<file path="config.mk">
export PLATFORM = sky130hd
export DESIGN_NAME = alu_sequencer_flat
export DESIGN_NICKNAME = d
export VERILOG_FILES = /design/src/rtl/alu_seq_pkg.sv /design/src/rtl/alu_sequencer_if.sv /design/src/rtl/alu_core.sv /design/src/rtl/alu_sequencer.sv /design/src/flat_wrapper.sv
export SDC_FILE = /design/constraint.sdc
export NUM_CORES = 1
export LEC_CHECK = 0
export ABC_CLOCK_PERIOD_IN_PS = 4300
export CELL_PAD_IN_SITES_DETAIL_PLACEMENT = 2
export CELL_PAD_IN_SITES_GLOBAL_PLACEMENT = 2
export CORE_UTILIZATION = 30
export CTS_CLUSTER_SIZE = 10
export DETAILED_ROUTE_END_ITERATION = 7
export MAX_ROUTING_LAYER = met4
export PLACE_DENSITY = 0.73
export SKIP_CTS_REPAIR_TIMING = 1
export SLEW_MARGIN = 20
export SYNTH_ARGS = -nofsm -noshare
export SYNTH_HDL_FRONTEND = slang
export SYNTH_SLANG_ARGS = --single-unit
</file>
<file path="constraint.sdc">
create_clock -name Clock -period 4.3 [get_ports Clock]
set_input_delay 0.645 -clock Clock [delete_from_list [all_inputs] [get_ports Clock]]
set_output_delay 0.645 -clock Clock [all_outputs]
set_load 0.01 [all_outputs]
</file>
<file path="src/rtl/alu_seq_pkg.sv">
// Shared definitions for the ALU sequencer: function codes, FSM states and the
// program instruction record.
package alu_seq_pkg;

  localparam logic [1:0] FN_ADD = 2'b00;
  localparam logic [1:0] FN_MUL = 2'b01;
  localparam logic [1:0] FN_SHL = 2'b10;
  localparam logic [1:0] FN_CAT = 2'b11;

  typedef enum logic [1:0] {
    IDLE = 2'd0,
    RUN  = 2'd1,
    DONE = 2'd2
  } state_t;

  typedef struct packed {
    logic [1:0] func;
    logic [3:0] data;
  } instr_t;

endpackage

</file>
<file path="src/rtl/alu_sequencer_if.sv">
// Program/control/status bundle between the board wrapper and alu_sequencer.
// SEQ_SINGLE_STEP_EN adds the step input.
interface alu_sequencer_if #(
  parameter int ADDR_W = 3
);
  logic              prog_we;
  logic [ADDR_W-1:0] prog_addr;
  logic [1:0]        prog_func;
  logic [3:0]        prog_data;
  logic [ADDR_W:0]   len;
  logic              start;
`ifdef SEQ_SINGLE_STEP_EN
  logic              step;
`endif
  logic              busy;
  logic              done;
  logic [ADDR_W-1:0] pc;
  logic [7:0]        acc_out;

  modport master (
    output prog_we, prog_addr, prog_func, prog_data, len, start,
`ifdef SEQ_SINGLE_STEP_EN
    output step,
`endif
    input  busy, done, pc, acc_out
  );

  modport slave (
    input  prog_we, prog_addr, prog_func, prog_data, len, start,
`ifdef SEQ_SINGLE_STEP_EN
    input  step,
`endif
    output busy, done, pc, acc_out
  );

endinterface

</file>
<file path="src/rtl/alu_core.sv">
// Combinational 4-bit ALU producing an 8-bit result: add, multiply,
// left shift of B by A, and concatenation {A,B}.
module alu_core
  import alu_seq_pkg::*;
(
  input  logic [3:0] A,
  input  logic [3:0] B,
  input  logic [1:0] f,
  output logic [7:0] out
);

  logic [7:0] a_ext;
  logic [7:0] b_ext;

  assign a_ext = {4'b0000, A};
  assign b_ext = {4'b0000, B};

  always_comb begin
    out = 8'h00;
    case (f)
      FN_ADD: out = a_ext + b_ext;
      FN_MUL: out = a_ext * b_ext;
      // Shift amounts of 8 or more push every bit out of the byte.
      FN_SHL: out = A[3] ? 8'h00 : (b_ext << A[2:0]);
      FN_CAT: out = {A, B};
      default: out = 8'h00;
    endcase
  end

endmodule

</file>
<file path="src/rtl/alu_sequencer.sv">
// Runs a small (func, data) program against an 8-bit accumulator, one
// instruction per clock. Optional macro SEQ_SINGLE_STEP_EN gates RUN with step.
module alu_sequencer
  import alu_seq_pkg::*;
#(
  parameter int DEPTH  = 8,
  parameter int ADDR_W = 3
) (
  input  logic          Clock,
  input  logic          Reset_b,
  alu_sequencer_if.slave bus
);

  localparam int LEN_W = ADDR_W + 1;

  state_t            state_reg;
  logic [7:0]        acc_reg;
  logic [ADDR_W-1:0] pc_reg;
  logic [LEN_W-1:0]  len_reg;
  logic              busy_reg;
  logic              done_reg;

  instr_t            mem [DEPTH];
  instr_t            cur_instr;
  logic [3:0]        alu_a;
  logic [7:0]        alu_out;
  logic [LEN_W-1:0]  len_sat;
  logic              last_instr;
  logic              advance;

  // Program memory is deliberately left out of reset so a program survives it.
  always_ff @(posedge Clock) begin
    if (bus.prog_we && (state_reg == IDLE)) begin
      mem[bus.prog_addr] <= '{func: bus.prog_func, data: bus.prog_data};
    end
  end

  assign cur_instr  = mem[pc_reg];
  assign alu_a      = (cur_instr.func == FN_CAT) ? acc_reg[7:4] : cur_instr.data;
  assign len_sat    = (bus.len > LEN_W'(DEPTH)) ? LEN_W'(DEPTH) : bus.len;
  assign last_instr = ({1'b0, pc_reg} == (len_reg - LEN_W'(1)));

`ifdef SEQ_SINGLE_STEP_EN
  assign advance = bus.step;
`else
  assign advance = 1'b1;
`endif

  alu_core u_alu (
    .A   (alu_a),
    .B   (acc_reg[3:0]),
    .f   (cur_instr.func),
    .out (alu_out)
  );

  always_ff @(posedge Clock or negedge Reset_b) begin
    if (!Reset_b) begin
      state_reg <= IDLE;
      acc_reg   <= 8'h00;
      pc_reg    <= '0;
      len_reg   <= '0;
      busy_reg  <= 1'b0;
      done_reg  <= 1'b0;
    end else begin
      case (state_reg)
        IDLE: begin
          done_reg <= 1'b0;
          if (bus.start) begin
            len_reg  <= len_sat;
            acc_reg  <= 8'h00;
            pc_reg   <= '0;
            busy_reg <= 1'b1;
            if (len_sat == '0) begin
              state_reg <= DONE;
              done_reg  <= 1'b1;
            end else begin
              state_reg <= RUN;
            end
          end
        end
        RUN: begin
          if (advance) begin
            acc_reg <= alu_out;
            if (last_instr) begin
              state_reg <= DONE;
              done_reg  <= 1'b1;
            end else begin
              pc_reg <= pc_reg + ADDR_W'(1);
            end
          end
        end
        DONE: begin
          state_reg <= IDLE;
          done_reg  <= 1'b0;
          busy_reg  <= 1'b0;
        end
        default: begin
          state_reg <= IDLE;
          done_reg  <= 1'b0;
          busy_reg  <= 1'b0;
        end
      endcase
    end
  end

  assign bus.busy    = busy_reg;
  assign bus.done    = done_reg;
  assign bus.pc      = pc_reg;
  assign bus.acc_out = acc_reg;

endmodule

</file>
<file path="src/flat_wrapper.sv">
// flat-port wrapper written by rule: the top's interface ports become plain ports
module alu_sequencer_flat import alu_seq_pkg::*;
#(
  parameter int DEPTH  = 8,
  parameter int ADDR_W = 3
)
  (Clock, Reset_b, bus_prog_we, bus_prog_addr, bus_prog_func, bus_prog_data, bus_len, bus_start, bus_busy, bus_done, bus_pc, bus_acc_out);
  alu_sequencer_if #(.ADDR_W(ADDR_W)) bus_i ();
  input  logic Clock;
  input  logic Reset_b;
  input wire logic [$bits(bus_i.prog_we)-1:0] bus_prog_we;
  input wire logic [$bits(bus_i.prog_addr)-1:0] bus_prog_addr;
  input wire logic [$bits(bus_i.prog_func)-1:0] bus_prog_func;
  input wire logic [$bits(bus_i.prog_data)-1:0] bus_prog_data;
  input wire logic [$bits(bus_i.len)-1:0] bus_len;
  input wire logic [$bits(bus_i.start)-1:0] bus_start;
  output wire logic [$bits(bus_i.busy)-1:0] bus_busy;
  output wire logic [$bits(bus_i.done)-1:0] bus_done;
  output wire logic [$bits(bus_i.pc)-1:0] bus_pc;
  output wire logic [$bits(bus_i.acc_out)-1:0] bus_acc_out;
  assign bus_i.prog_we = bus_prog_we;
  assign bus_i.prog_addr = bus_prog_addr;
  assign bus_i.prog_func = bus_prog_func;
  assign bus_i.prog_data = bus_prog_data;
  assign bus_i.len = bus_len;
  assign bus_i.start = bus_start;
  assign bus_busy = bus_i.busy;
  assign bus_done = bus_i.done;
  assign bus_pc = bus_i.pc;
  assign bus_acc_out = bus_i.acc_out;
  alu_sequencer #(.DEPTH(DEPTH), .ADDR_W(ADDR_W)) u_core (.Clock(Clock), .Reset_b(Reset_b), .bus(bus_i));
endmodule
</file>
==> results of run 1 <==
-- area by class of cell --
type / count / share of cell area (%)
Timing Repair Buffer: 43 / 9.00
Clock buffer: 9 / 4.99
Inverter: 20 / 1.66
Multi-Input combinational cell: 184 / 36.6
Tap cell: 147 / 4.07
Clock inverter: 7 / 1.14
Sequential cell: 67 / 42.5
-- where the power goes --
group | total (uW) | switching (uW) | internal, uW
sequential | 894 | 111 | 782
clock | 682 | 289 | 394
combinational | 1760 | 939 | 819
total | 3330 | 1340 | 2000
-- worst register-to-register path: cells and delay by family (launching register included) --
family                   cells  cell delay, ns
adder cells (fa/ha/maj)      3            1.67
buffers and inverters        5            0.52
multiplexers                 2            0.43
AO/OA/AOI/OAI                5            0.92
flip-flops                   1            0.42
-- through the flow --
step / util (%) / setup TNS, ns / setup WS [ns] / std cells
floorplan: - / 0 / 0.0904 / 280
global placement: 34.9 / -0.0288 / -0.0288 / 458
detailed placement: 34.9 / -0.214 / -0.136 / 458
CTS: 37.3 / -0.208 / -0.128 / 474
global route: 37.6 / -0.0115 / -0.0115 / 477
finish: 37.6 / 0 / 0.198 / 477
-- path summary, 6_finish.rpt --
path | from | to | slack [ns]
setup reg to reg | u_core.bus.pc[0] | u_core.bus.acc_out[3] | 0.20
max in group asynchronous | Reset_b | u_core.bus.pc[2] | 3.67
setup / recovery | u_core.bus.pc[0] | u_core.bus.acc_out[3] | 0.20
hold / removal | Reset_b | u_core.bus.acc_out[0] | 0.27
hold reg to reg | u_core.len_reg[0] | u_core.len_reg[0] | 0.49
min in group Clock | u_core.len_reg[0] | u_core.len_reg[0] | 0.49
-- per-layer routing --
metal  up-vias  routed length (um)
met5         -                   0
met4         0                 119
met3        10                 255
met2        37                4960
met1      1266                4080
li1       1128                   -
-- cells by family (layout without fill, tap and decap cells) --
logic type | Yosys count | after routing | share of synthesized area [%]
AND/OR/NAND/NOR | 67 | 67 | 9.09
multiplexers | 28 | 28 | 13.8
buffers and inverters | 29 | 79 | 3.77
flip-flops | 67 | 67 | 52.0
AO/OA/AOI/OAI | 54 | 54 | 9.60
adder cells (fa/ha/maj) | 24 | 24 | 9.16
XOR/XNOR | 11 | 11 | 2.61
-- layout by cell type (no fill, tap or decap), types with 3 or more instances in the layout --
cell              n
mux2_4            3
nand2b_1          8
edfxtp_1         48
mux2_2            5
ha_1             19
nand3_1           4
and2_1            5
dfrtp_1          17
inv_1            19
a22oi_1           3
a21o_1            4
clkbuf_16         9
fa_1              4
clkdlybuf4s50_1  28
o21ai_0          14
nor2_1           15
mux4_1            4
o22a_1            3
buf_4            12
mux2i_1           4
mux4_2            9
xnor2_1          10
nor2b_1           4
inv_6             3
o21ai_1           7
a21oi_1           9
nand2_1          18
==> reports/results.txt, run 1 <==
largest net degree at the start of global routing: 20
initial antenna violation count: 0
clock transition at the registers of the reported paths: 0.06 ns
leak pwr: 0.00175 uW
Post-layout nets: 366
Tmin final: 4.10 ns
grt ovf: 0
vias in the first global route: 2,657
Setup Skew: 0.00744 ns
drt first pass iters: 4
Placed Area: 4200 um^2
Fin. Hold Viols: 0
Async SR Flop Fraction: 28.4%
die height: 113 um
run status: complete, no violations
HPWL after DPL: 6860 um
Reg2Reg Depth: 15
WL final: 9420 um
TritonCTS buffer count: 9
post-route clock period utilization: 95.4%
DRC violations left: 0
H-tree Lvls: 3
clock root cell: clkbuf_16
synthesized area: 3690 um^2
critical path's slowest cell: fa_1
cell count after synthesis: 280
Final setup violation count: 0
Starting Density: 30.7%
vias: 2,441
Worst Path Required: 4.52 ns
clk_lat worst skew: 0.33 ns
fillers: 1,223
RePlAce Congestion: 0.761
Synth area leaders: edfxtp_1 39%, dfrtp_1 13%, ha_1 6.4%, mux4_2 4.9%, mux4_1 3.6%
die area: 12,700 um^2
hold slack final: 0.271 ns
post-synth top area share: 39.1%
Synth warnings: 0
drt wl/cell: 19.8 um
top cells by count, synth: 48 x edfxtp_1, 20 x inv_1, 19 x dfrtp_1, 19 x ha_1, 18 x nand2_1
PD cells: 738 nW/um^2
CTS max path bufs: 2
antenna-violating nets left: 0
iteration-0 DRC count of the detailed router: 106
post-DR vias/cell: 5.12
worst hold path class: in -> async
Slew headroom: 48.9%
crit start category: register
most common cell in the netlist: edfxtp_1
post-route cell area: 4520 um^2
crit-path leading delay family: adder cells
Main synth FF type: edfxtp_1
Worst Path Buf+Inv: 5
critical path class: reg -> reg
Num Clock Sinks: 67
ratio of cells with drive above 1 in the final layout: 19.1%
GR Util met1: 19.1%
CTS tree: done
gr busiest metal: met2
Synth Register Bits: 67
Die X: 113 um
Critical Path AT: 4.32 ns
Seq. cell area: 1920 um^2
Worst-Margin Slew: 0.764 ns
Power Total: 3330 uW
Mean Syn Cell Area: 13.2 um^2
syn_nets: 321
area of the multi-input gates: 1660 um^2
Site Rows: 40
All-Layer GR Usage: 16.3%
max reg flops: 48
register area share after synthesis: 52.0%
met3 usage: 4.39%
CP max stage delay: 0.56 ns
crit-path most repeated cell: inv_1
worst-path cell chain: buf_4, mux4_2, mux2i_4, buf_4, o21ai_2, o311ai_2, fa_1, inv_1, fa_1, inv_1, fa_2, inv_1, o21ai_0, a21boi_1, o21ai_1
I/O pin count: 30
Max Clk Rate: 0.244 GHz
Layout area overhead: 22.5%
Worst Setup End Kind: register
Max Slew Vio Count: 0
total core area: 12,000 um^2
IO buf count: 29
first-pass GRT wire length: 15,000 um
Critical Path Stages: 15
n_diodes: 0
Worst VDD drop: 0.235 mV
crit-path max FO: 11
met2 Use GR: 27.5%
cell accounting for the most synthesized area: edfxtp_1
synth unique cells: 48
Post-synth EDFFs: 48
Max-Cap Viols: 0
Power figures use the tool's default switching activity.
==> run 2, diff against run 1 <==
--- a/config.mk
+++ b/config.mk
@@ -8,13 +8,13 @@
 export ABC_CLOCK_PERIOD_IN_PS = 4300
 export CELL_PAD_IN_SITES_DETAIL_PLACEMENT = 2
 export CELL_PAD_IN_SITES_GLOBAL_PLACEMENT = 2
-export CORE_UTILIZATION = 30
+export CORE_UTILIZATION = 37
 export CTS_CLUSTER_SIZE = 10
 export DETAILED_ROUTE_END_ITERATION = 7
 export MAX_ROUTING_LAYER = met4
-export PLACE_DENSITY = 0.73
+export PLACE_DENSITY = 0.85
 export SKIP_CTS_REPAIR_TIMING = 1
-export SLEW_MARGIN = 20
+export SLEW_MARGIN = 15
 export SYNTH_ARGS = -nofsm -noshare
 export SYNTH_HDL_FRONTEND = slang
 export SYNTH_SLANG_ARGS = --single-unit
==> reports/results.txt, run 2 (synthesis results as in run 1) <==
worst-path cell chain: buf_4, mux4_1, mux2_2, mux2i_2, inv_1, buf_4, ha_1, ha_1, fa_1, ha_1, a21o_1, a21oi_2, o21bai_1, a21oi_1, xnor2_1, a22oi_1, nand2_1
Layout area overhead: 20.4%
All-Layer GR Usage: 21.5%
RSZ-0062 raised after global routing: yes
worst hold path class: reg -> reg
crit start category: register
CTS tree: done
die area: 10,400 um^2
Seq. cell area: 1920 um^2
Max Slew Vio Count: 0
Starting Density: 37.9%
Worst-Margin Slew: 1.02 ns
Slew headroom: 31.3%
PD cells: 728 nW/um^2
critical path class: reg -> reg
Setup Skew: 0.0113 ns
crit-path max FO: 4
Critical Path AT: 4.35 ns
crit-path most repeated cell: ha_1
clock root cell: clkbuf_8
post-DR vias/cell: 5.27
ratio of cells with drive above 1 in the final layout: 19.1%
CTS max path bufs: 2
I/O pin count: 30
commonest non-fill, non-tap cell in the layout: edfxtp_1
post-route clock period utilization: 95.5%
antenna-violating nets left: 0
total core area: 9730 um^2
IO buf count: 29
Tmin final: 4.11 ns
RePlAce Congestion: 0.810
hold slack final: 0.510 ns
leak pwr: 0.00170 uW
Power Total: 3230 uW
Site Rows: 36
TritonCTS buffer count: 9
clock transition at the registers of the reported paths: 0.08 ns
Worst Path Required: 4.54 ns
vias: 2,440
setup TNS: 0 ns
first-pass GRT wire length: 15,500 um
grt ovf: 0
run status: complete, no violations
critical path's slowest cell: mux4_1
clk_lat worst skew: 0.35 ns
drt wl/cell: 21.1 um
Max-Cap Viols: 0
iteration-0 DRC count of the detailed router: 62
Final setup violation count: 0
Worst VDD drop: 0.238 mV
HPWL after DPL: 7260 um
most frequent cells in the layout: 48 x edfxtp_1, 29 x clkdlybuf4s50_1, 19 x inv_1, 19 x ha_1
Num Clock Sinks: 67
largest net degree at the start of global routing: 20
drt first pass iters: 4
WL final: 9770 um
initial antenna violation count: 0
Max Clk Rate: 0.243 GHz
H-tree Lvls: 3
die height: 102 um
area of the multi-input gates: 1660 um^2
fillers: 994
max reg flops: 48
DRC violations left: 0
Worst Setup End Kind: register
CP max stage delay: 0.57 ns
Die X: 102 um
Post-layout nets: 366
Fin. Hold Viols: 0
n_diodes: 0
vias in the first global route: 2,794
## run 2: cell types whose count changed in the layout (fill, tap and decap cells not counted), moves of 2 or more
cell | before | now
clkbuf_16 | 9 | 0
buf_4 | 12 | 9
buf_6 | 1 | 3
clkbuf_8 | 0 | 9
clkinvlp_4 | 1 | 3
## run 2: where the power goes
part | total, uW | internal [uW] | switching (uW)
registers | 887 | 780 | 107
logic | 1810 | 843 | 963
clock network | 537 | 271 | 267
## run 2: path summary, 6_finish.rpt
path / slack, ns / to / start / cells past startpoint
setup reg to reg: 0.19 / u_core.bus.acc_out[7] / u_core.bus.pc[0] / 17
min in group asynchronous: 0.82 / u_core.bus.busy / Reset_b / 1
setup / recovery: 0.19 / u_core.bus.acc_out[7] / u_core.bus.pc[0] / 17
max in group asynchronous: 2.83 / u_core.bus.pc[0] / Reset_b / 1
hold / removal: 0.51 / u_core.len_reg[0] / u_core.len_reg[0] / 2
hold reg to reg: 0.51 / u_core.len_reg[0] / u_core.len_reg[0] / 2
## run 2: per-layer routing
| metal | track usage [%] | up-vias | share of wire (%) |
|---|---|---|---|
| met4 | 5.93 | 0 | 1.0 |
| met3 | 3.21 | 9 | 1.9 |
| met2 | 39.7 | 36 | 56 |
| met1 | 24.1 | 1271 | 42 |
| li1 | - | 1124 | - |
| met5 | - | - | 0 |
## run 2: final cells by class
cell class,count,share of cell area [%]
flip-flops and latches,67,43.2
multi-input cells,184,37.3
repair buffers,43,9.61
well taps,133,3.75
clock buffers,9,2.79
clock inverters,7,1.69
inverters,20,1.69
## run 2: through the flow
stage,util (%),std cells,instance area [um^2],setup slack [ns]
3_3_place_gp,42.8,442,4160,-0.00175
4_1_cts,44.8,458,4360,-0.262
5_1_grt,45.6,463,4440,-0.0516
2_1_floorplan,-,280,3690,0.0904
6_report,45.6,463,4440,0.191
3_5_place_dp,42.8,442,4160,-0.221
## run 2: critical path, delay by kind of cell, from the launching register on
family,cells,cell delay (ns)
adders and majority gates,4,1.23
muxes,3,1.08
AOI/OAI and AO/OA,5,0.76
buffers and inverters,3,0.40
DFF,1,0.39
xor gates and xnor gates,1,0.08
and+or+nand+nor,1,0.07
==> run 3, diff against run 2 <==
--- a/config.mk
+++ b/config.mk
@@ -12,8 +12,8 @@
 export CTS_CLUSTER_SIZE = 10
 export DETAILED_ROUTE_END_ITERATION = 7
 export MAX_ROUTING_LAYER = met4
-export PLACE_DENSITY = 0.85
-export SKIP_CTS_REPAIR_TIMING = 1
+export PLACE_DENSITY_LB_ADDON = 0.05
+export SKIP_LAST_GASP = 1
 export SLEW_MARGIN = 15
 export SYNTH_ARGS = -nofsm -noshare
 export SYNTH_HDL_FRONTEND = slang
==> reports/results.txt, run 3 (synthesis results as in run 1) <==
hold wc startpoint: u_core.len_reg[0]
clock root cell: clkbuf_8
hold path depth: 2
Die X: 102 um
H-tree Lvls: 3
Slew headroom: 33.9%
Worst VDD drop: 0.259 mV
Site Rows: 36
leak pwr: 0.00174 uW
ratio of cells with drive above 1 in the final layout: 20.1%
post-layout util: 45.8%
clk_lat worst skew: 0.36 ns
drt first pass iters: 4
reg2reg start: u_core.bus.pc[0]
first-pass GRT wire length: 14,700 um
Worst-Margin Slew: 0.988 ns
Starting Density: 37.9%
RePlAce Congestion: 0.749
post-DR vias/cell: 5.11
Reg power frac: 27.9%
crit-path max FO: 4
fillers: 988
die area: 10,400 um^2
post-route clock period utilization: 95.3%
vias: 2,407
All-Layer GR Usage: 20.6%
vias in the first global route: 2,643
crit path launch: u_core.bus.pc[0]
antenna-violating nets left: 0
total core area: 9730 um^2
Setup Skew: 0.0102 ns
I/O pin count: 30
Reg2Reg Depth: 17
n_diodes: 0
Fin. Hold Viols: 0
Worst Path Required: 4.54 ns
CTS tree: done
Critical Path AT: 4.34 ns
Final setup violation count: 0
clock share of power: 15.1%
Tmin final: 4.10 ns
Layout area overhead: 20.9%
Max Clk Rate: 0.244 GHz
post-route cell area: 4460 um^2
Placed Area: 4190 um^2
Pint: 1880 uW
Post-layout nets: 374
Max Slew Vio Count: 0
Power Total: 3220 uW
final worst slack: 0.201 ns
drt wl/cell: 19.7 um
initial antenna violation count: 0
clock transition at the registers of the reported paths: 0.09 ns
switching share of power: 41.7%
run status: complete, no violations
most frequent cells in the layout: 48 x edfxtp_1, 29 x clkdlybuf4s50_1, 19 x inv_1, 19 x ha_1, 18 x dfrtp_1
commonest non-fill, non-tap cell in the layout: edfxtp_1
max reg flops: 48
Max-Cap Viols: 0
iteration-0 DRC count of the detailed router: 75
hold slack final: 0.505 ns
DRC violations left: 0
die height: 102 um
CTS max path bufs: 2
Worst Setup End Kind: register
crit start category: register
logic gate share of total power: 57.1%
critical path class: reg -> reg
pre-CTS setup slack: -0.206 ns
WL final: 9260 um
TritonCTS buffer count: 9
PD cells: 722 nW/um^2
Num Clock Sinks: 67
largest net degree at the start of global routing: 20
IO buf count: 29
worst hold path class: reg -> reg
Switching Power: 1340 uW
grt ovf: 0
HPWL after DPL: 6850 um
-- run 3: layout make-up --
type	instances	area, um^2	share of cell area [%]
Multi-Input combinational cell	184	1650	37.0
Tap cell	133	166	3.73
Inverter	20	75.1	1.68
Clock buffer	9	124	2.78
Timing Repair Buffer	51	474	10.6
Clock inverter	7	51.3	1.15
Sequential cell	67	1920	43.0
-- run 3: repair_timing --
item,in CTS,in global routing
gates resized for setup,1,11
endpoints found under the setup margin,2,4
hold buffers,0,0
pin swaps,0,9
setup buffers,2,5
-- run 3: per-stage QoR --
| stage | std cells | TNS, ns |
|---|---|---|
| 2_1_floorplan | 280 | 0 |
| 3_3_place_gp | 448 | 0 |
| 3_5_place_dp | 448 | -0.206 |
| 4_1_cts | 466 | 0 |
| 5_1_grt | 471 | -0.0358 |
| 6_report | 471 | 0 |
-- run 3: path summary, 6_finish.rpt --
| kind | slack [ns] | endpoint |
|---|---|---|
| setup / recovery | 0.20 | u_core.bus.acc_out[7] |
| hold / removal | 0.50 | u_core.len_reg[0] |
| setup reg to reg | 0.20 | u_core.bus.acc_out[7] |
| hold reg to reg | 0.50 | u_core.len_reg[0] |
| max in group asynchronous | 2.81 | u_core.bus.pc[0] |
| min in group asynchronous | 0.83 | u_core.bus.busy |
-- run 3: metal layers --
| metal | share of wire [%] | track usage (%) | wire length [um] | up-vias |
|---|---|---|---|---|
| li1 | - | - | - | 1144 |
| met1 | 46 | 25.7 | 4220 | 1219 |
| met2 | 51 | 34.1 | 4730 | 37 |
| met3 | 2.6 | 3.28 | 237 | 7 |
| met4 | 0.80 | 7.03 | 74 | 0 |
| met5 | 0 | - | 0 | - |
-- run 3: power by group through the flow --
stage          sequential, uW  clock [uW]  combinational, uW
6_report                  897         486               1840
5_1_grt                   912         524               2030
4_1_cts                   895         500               1750
3_5_place_dp              919           0               1710
3_3_place_gp              916           0               1680
2_1_floorplan             882           0               1180
-- run 3: worst max-delay path, stage by stage (launching register included) --
cell      delay [ns]
dfrtp_2         0.42
buf_6           0.13
mux4_1          0.54
mux2_2          0.31
mux2i_2         0.21
inv_2           0.09
buf_4           0.14
ha_1            0.19
ha_1            0.22
fa_1            0.48
ha_1            0.29
a21o_1          0.17
a21oi_2         0.16
o21bai_1        0.08
a21oi_1         0.18
xnor2_1         0.11
a22oi_1         0.18
nand2_1         0.08
